### src/rtl/openofdm_rx_cfg_axi.sv
// openofdm_rx_cfg_axi: AXI4-Lite slave exposing config registers with write pulses/self-clear and snapshotted status registers
module openofdm_rx_cfg_axi #(
  parameter int C_S_AXI_DATA_WIDTH = 32,
  parameter int C_S_AXI_ADDR_WIDTH = 7,
  parameter int NUM_CFG_REGS = 20,
  parameter int NUM_STAT_REGS = 12,
  parameter int STAT_BASE = 20,
  parameter logic [NUM_CFG_REGS*32-1:0] CFG_RESET_VAL = '0,
  parameter logic [31:0] SELF_CLR_MASK = 32'h0000_0001
) (
  input  logic                            s00_axi_aclk,
  input  logic                            s00_axi_aresetn,
  input  logic [C_S_AXI_ADDR_WIDTH-1:0]   s00_axi_awaddr,
  input  logic [2:0]                      s00_axi_awprot,
  input  logic                            s00_axi_awvalid,
  output logic                            s00_axi_awready,
  input  logic [C_S_AXI_DATA_WIDTH-1:0]   s00_axi_wdata,
  input  logic [3:0]                      s00_axi_wstrb,
  input  logic                            s00_axi_wvalid,
  output logic                            s00_axi_wready,
  output logic [1:0]                      s00_axi_bresp,
  output logic                            s00_axi_bvalid,
  input  logic                            s00_axi_bready,
  input  logic [C_S_AXI_ADDR_WIDTH-1:0]   s00_axi_araddr,
  input  logic [2:0]                      s00_axi_arprot,
  input  logic                            s00_axi_arvalid,
  output logic                            s00_axi_arready,
  output logic [C_S_AXI_DATA_WIDTH-1:0]   s00_axi_rdata,
  output logic [1:0]                      s00_axi_rresp,
  output logic                            s00_axi_rvalid,
  input  logic                            s00_axi_rready,
  output logic [NUM_CFG_REGS*32-1:0]      cfg_out,
  output logic [NUM_CFG_REGS-1:0]         cfg_wr_pulse,
  input  logic [NUM_STAT_REGS*32-1:0]     stat_in
);
  typedef enum logic {W_IDLE, W_RESP} w_state_t;
  typedef enum logic {R_IDLE, R_DATA} r_state_t;
  w_state_t w_state, w_next;
  r_state_t r_state, r_next;
  logic [31:0] w_idx, r_idx, rd_data;
  logic [1:0] rd_resp;
  logic w_cfg;
  logic [NUM_STAT_REGS*32-1:0] snap;
  logic unused_ok;
  assign w_idx = 32'(s00_axi_awaddr[C_S_AXI_ADDR_WIDTH-1:2]);
  assign r_idx = 32'(s00_axi_araddr[C_S_AXI_ADDR_WIDTH-1:2]);
  assign w_cfg = w_idx < NUM_CFG_REGS;
  assign s00_axi_wready = s00_axi_awready;
  assign s00_axi_bvalid = w_state == W_RESP;
  assign s00_axi_rvalid = r_state == R_DATA;
  assign unused_ok = ^{s00_axi_awprot, s00_axi_arprot, s00_axi_awaddr[1:0], s00_axi_araddr[1:0], snap[31:0]};
  always_ff @(posedge s00_axi_aclk or negedge s00_axi_aresetn)
    if (!s00_axi_aresetn) begin
      w_state <= W_IDLE;
      r_state <= R_IDLE;
    end else begin
      w_state <= w_next;
      r_state <= r_next;
    end
  // ready is gated by aresetn so nothing handshakes while reset is held
  always_comb begin
    s00_axi_awready = s00_axi_aresetn && w_state == W_IDLE && s00_axi_awvalid && s00_axi_wvalid;
    s00_axi_arready = s00_axi_aresetn && r_state == R_IDLE && s00_axi_arvalid;
    w_next = s00_axi_awready ? W_RESP : (w_state == W_RESP && s00_axi_bready) ? W_IDLE : w_state;
    r_next = s00_axi_arready ? R_DATA : (r_state == R_DATA && s00_axi_rready) ? R_IDLE : r_state;
  end
  // status word 0 is read live; the rest come from the snapshot taken by the word-0 read
  always_comb begin
    rd_data = '0;
    rd_resp = 2'b10;
    for (int i = 0; i < NUM_CFG_REGS; i++)
      if (r_idx == i) begin
        rd_data = cfg_out[32*i +: 32];
        rd_resp = 2'b00;
      end
    for (int k = 0; k < NUM_STAT_REGS; k++)
      if (r_idx == STAT_BASE + k) begin
        rd_data = k == 0 ? stat_in[31:0] : snap[32*k +: 32];
        rd_resp = 2'b00;
      end
  end
  always_ff @(posedge s00_axi_aclk or negedge s00_axi_aresetn)
    if (!s00_axi_aresetn) begin
      cfg_out <= CFG_RESET_VAL;
      cfg_wr_pulse <= '0;
      s00_axi_bresp <= 2'b00;
      s00_axi_rdata <= '0;
      s00_axi_rresp <= 2'b00;
      snap <= '0;
    end else begin
      cfg_out[31:0] <= cfg_out[31:0] & ~SELF_CLR_MASK;
      for (int i = 0; i < NUM_CFG_REGS; i++) begin
        cfg_wr_pulse[i] <= s00_axi_awready && w_idx == i;
        for (int b = 0; b < 4; b++)
          if (s00_axi_awready && w_idx == i && s00_axi_wstrb[b]) cfg_out[32*i+8*b +: 8] <= s00_axi_wdata[8*b +: 8];
      end
      if (s00_axi_awready) s00_axi_bresp <= w_cfg ? 2'b00 : 2'b10;
      if (s00_axi_arready) begin
        s00_axi_rdata <= rd_data;
        s00_axi_rresp <= rd_resp;
      end
      if (s00_axi_arready && r_idx == STAT_BASE) snap <= stat_in;
    end
endmodule

### config.mk
export PLATFORM = sky130hd
export DESIGN_NAME = openofdm_rx_cfg_axi
export DESIGN_NICKNAME = d
export VERILOG_FILES = /design/src/rtl/openofdm_rx_cfg_axi.sv
export SDC_FILE = /design/constraint.sdc
export NUM_CORES = 1
export LEC_CHECK = 0
export ABC_AREA = 1
export BUFFER_PORTS_ARGS = -buffer_cell sky130_fd_sc_hd__buf_2
export CAP_MARGIN = 0
export CELL_PAD_IN_SITES_DETAIL_PLACEMENT = 1
export CELL_PAD_IN_SITES_GLOBAL_PLACEMENT = 2
export CORE_AREA = 5 5 447 449
export CTS_CLUSTER_SIZE = 40
export DETAILED_ROUTE_END_ITERATION = 12
export DIE_AREA = 0 0 452 454
export PLACE_DENSITY_LB_ADDON = 0.1
export SYNTH_ARGS = -nofsm -noshare
export SYNTH_HDL_FRONTEND = slang
export SYNTH_SLANG_ARGS = --single-unit
export TNS_END_PERCENT = 5
### constraint.sdc
create_clock -name s00_axi_aclk -period 2.58 [get_ports s00_axi_aclk]
set_input_delay 0.387 -clock s00_axi_aclk [delete_from_list [all_inputs] [get_ports s00_axi_aclk]]
set_output_delay 0.387 -clock s00_axi_aclk [all_outputs]
set_load 0.1 [all_outputs]
==> results.yml <==
routing:
  routed_via_density: 4.718
  wire_per_inst_um: 29.88
  dr.first_iter.drc_count: 3110
  drt-pass1-iter-count: 5
  drc: 0
  vias: 47912
  ant_nets: 0
  finalWirelength_mm: 303.4
synthesis:
  netlist_area_um2: 46240
  synthXorXnorAreaFrac_pct: 0
  yosys_most_used_dff: "dfrtp_1"
  synth_top_cell_by_area: "dfrtp_1"
  async_flop_share_pct: 100.0
  synth_edf_count: 0
  synth_fa_ha_area_share_pct: 0
  postSynthCellCount: 5126
  yosysTopAreaCellShare_pct: 56.72
  yosysSeqAreaShare_pct: 56.72
  synthDistinctLibCells: 35
  synth-compound-area-share_pct: 12.03
  synth_area_leaders: "dfrtp_1, nand2_1, o21ai_0"
  muxShareOfSynthArea_pct: 6.795
  yosys_warnings: 0
  synth_top_family_by_area: "simple AND/OR/NAND/NOR gates"
  synth.avg_cell_area_um2: 9.020
  synthSimpleGateAreaFrac_pct: 19.34
  ys_ff_latch: 1048
layout:
  final_core_util_pct: 36.70
  ff_latch_area_um2: 26230
  multi_input_comb_area_um2: 18410
  num-nets-final: 7893
  mostFrequentLayoutCell: "nand2_1"
  drive_above_1_share_pct: 37.95
  fill_cells: 22834
  syn_to_final_growth_pct: 55.39
  layout_common_cells: "nand2_1, buf_2, dfrtp_1, buf_4, o21ai_0"
global_route:
  grt_pass1_vias: 51095
  grt_pass1_wl_mm: 413.4
  grt_max_degree: 144
  grt_overflow: 0
  antenna_found_initial: 71
  grt_usage_pct: 28.81
outcome:
  violations: "negative setup slack"
  outcome: "finished with violations"
sta:
  rsz0062_at_grt: "true"
  holdWs_ps: 93.38
  final.setup.tns_ps: -11250
  finalCritPeriodShare_pct: 126.2
  fin_ws_ps: -675.9
  fin_skew_ps: 25.51
  finalHoldViolCount: 0
  report.final.slew_viol_count: 0
  fin_crit_ps: 3256
  worst_pin_slew_ps: 1146
  max-slew-margin-rel_pct: 23.61
  setup_viol: 32
  fmax_ghz: 0.3071
power_and_ir_drop:
  leakagePower_nw: 37.08
  ir_worst_vdd_mv: 0.4988
  power_per_cell_area_nw_per_um2: 669.2
  p_sw_mw: 15.95
  comb_power_share_pct: 19.6
  clkPwrFrac_pct: 42.0
  intPower_mw: 32.13
  seq_power_share_pct: 38.3
  finalPower_mw: 48.08
  swShare_pct: 33.18
clock_network:
  cts_root_buffer: "clkbuf_16"
  cts_buffers: 139
  clockBufferDepth: 3
  cts_tree: "yes"
  htree_levels: 4
  clkSlewWorstSetupHoldPaths_ps: 60
  cts.sinks: 1048
  clk-insertion-delay-late_ps: 790
setup_path:
  crit_path_frequent_cell: "nand2_2"
  reg2reg_from: "cfg_out[70]"
  crit_path_start: "s00_axi_araddr[5]"
  cpPeakStageDelay_ps: 280
  setup.worst_path.end_class: "register"
  critPathRequiredTime_ps: 3240
  worstSetupPathType: "in -> reg"
  crit_slowest_cell: "nand4_1"
  arrival_ps: 3920
  cp_max_fo: 5
  worstSetupStartpointType: "input pin"
die:
  core-area_um2: 195800
  fp.dieW_um: 452
  die_y_um: 454
  die-area_um2: 205200
  io_pins: 1148
  fp-row-count: 163
  start_util_pct: 23.62
place:
  dp_hpwl_mm: 242.8
  routabilityCongestion: 0.9044
  portBuffers: 1135
  pre_cts_slack_ps: -2573
hold_path:
  min_path_type: "in -> reg"
  hp-start: "s00_axi_awaddr[4]"
run:
  cap_violations: 0
kinds of logic after synthesis:
kind of cell    count (synthesis)
compound gates               1025
buf+inv                       603
flops                        1048
mux                           279
other cells                     1
simple gates                 2170
power groups by stage:
stage	sequential (mW)	clock (mW)	combinational, mW
after global placement	18.7	0	8.93
final	18.4	20.2	9.45
after floorplan	22.1	0	1.61
after CTS	18.4	20.7	9.53
after global routing	18.5	21.4	9.89
after detailed placement	18.7	0	9.00
per-stage QoR:
| stage | instance area (µm²) | instances |
|---|---|---|
| floorplan | 46240 | 5127 |
| global placement | 62750 | 9498 |
| detailed placement | 62750 | 9498 |
| CTS | 71450 | 10105 |
| global route | 71790 | 10133 |
| finish | 71850 | 10155 |
layout make-up:
cell class | count | area share, %
inverters | 274 | 1.454
clock inverters | 36 | 0.6061
multi-input cells | 3476 | 25.62
clock buffers | 211 | 5.900
diodes | 46 | 0.1602
flip-flops and latches | 1048 | 36.50
well taps | 2557 | 4.453
repair buffers | 2507 | 25.30
per-layer routing:
layer	global-route usage [%]	part of all wire, %	wire [µm]
met1	31.07	37	111500
met2	54.04	53	160200
met3	4.208	3.9	11960
met4	15.64	6.5	19630
met5	0	0.056	169
cells in the mapped netlist (2+ instances only):
cell / count
nor2_2: 9
nor3_1: 2
nor2_4: 5
o21ai_0: 702
o22ai_1: 4
a221oi_1: 97
o21ai_1: 3
nand2_2: 3
buf_2: 52
mux2_2: 279
nor2_1: 233
clkinv_1: 2
or2_0: 46
nand2_1: 1577
clkbuf_1: 247
a21oi_1: 207
a22o_1: 4
buf_1: 22
dfrtp_1: 1048
or2_2: 30
inv_2: 13
inv_1: 259
or2_1: 12
buf_4: 7
o221a_2: 5
nand4_1: 140
nand3_2: 2
nand3_1: 109
repair_timing:
action                     4_1_cts  5_1_grt
setup endpoints to repair       34       75
pin swaps                       38       66
hold buffers                   358        0
hold endpoints to repair       390        0
setup buffers                    2        5
resized for setup              124       61
registers in the layout (all words and copies together) (netlist names):
signal,cells
cfg_out,640
snap,352
s00_axi_rdata,32
cfg_wr_pulse,20
s00_axi_bresp,1
s00_axi_bvalid,1
s00_axi_rresp,1
s00_axi_rvalid,1
critical path: cells and delay by family:
| family | cells | cell delay (ps) |
|---|---|---|
| and+or+nand+nor | 18 | 2540 |
| buffers and inverters | 7 | 950 |
final timing paths:
path,cells after the start,slack (ps),end
max,25,-680,s00_axi_rdata[6]
min,4,90,cfg_wr_pulse[18]
max reg2reg,22,-650,s00_axi_rdata[6]
min reg2reg,2,480,s00_axi_rdata[19]
max in group asynchronous,4,440,cfg_out[418]
min in group asynchronous,3,770,snap[164]
(Power assumes the default switching activity.)
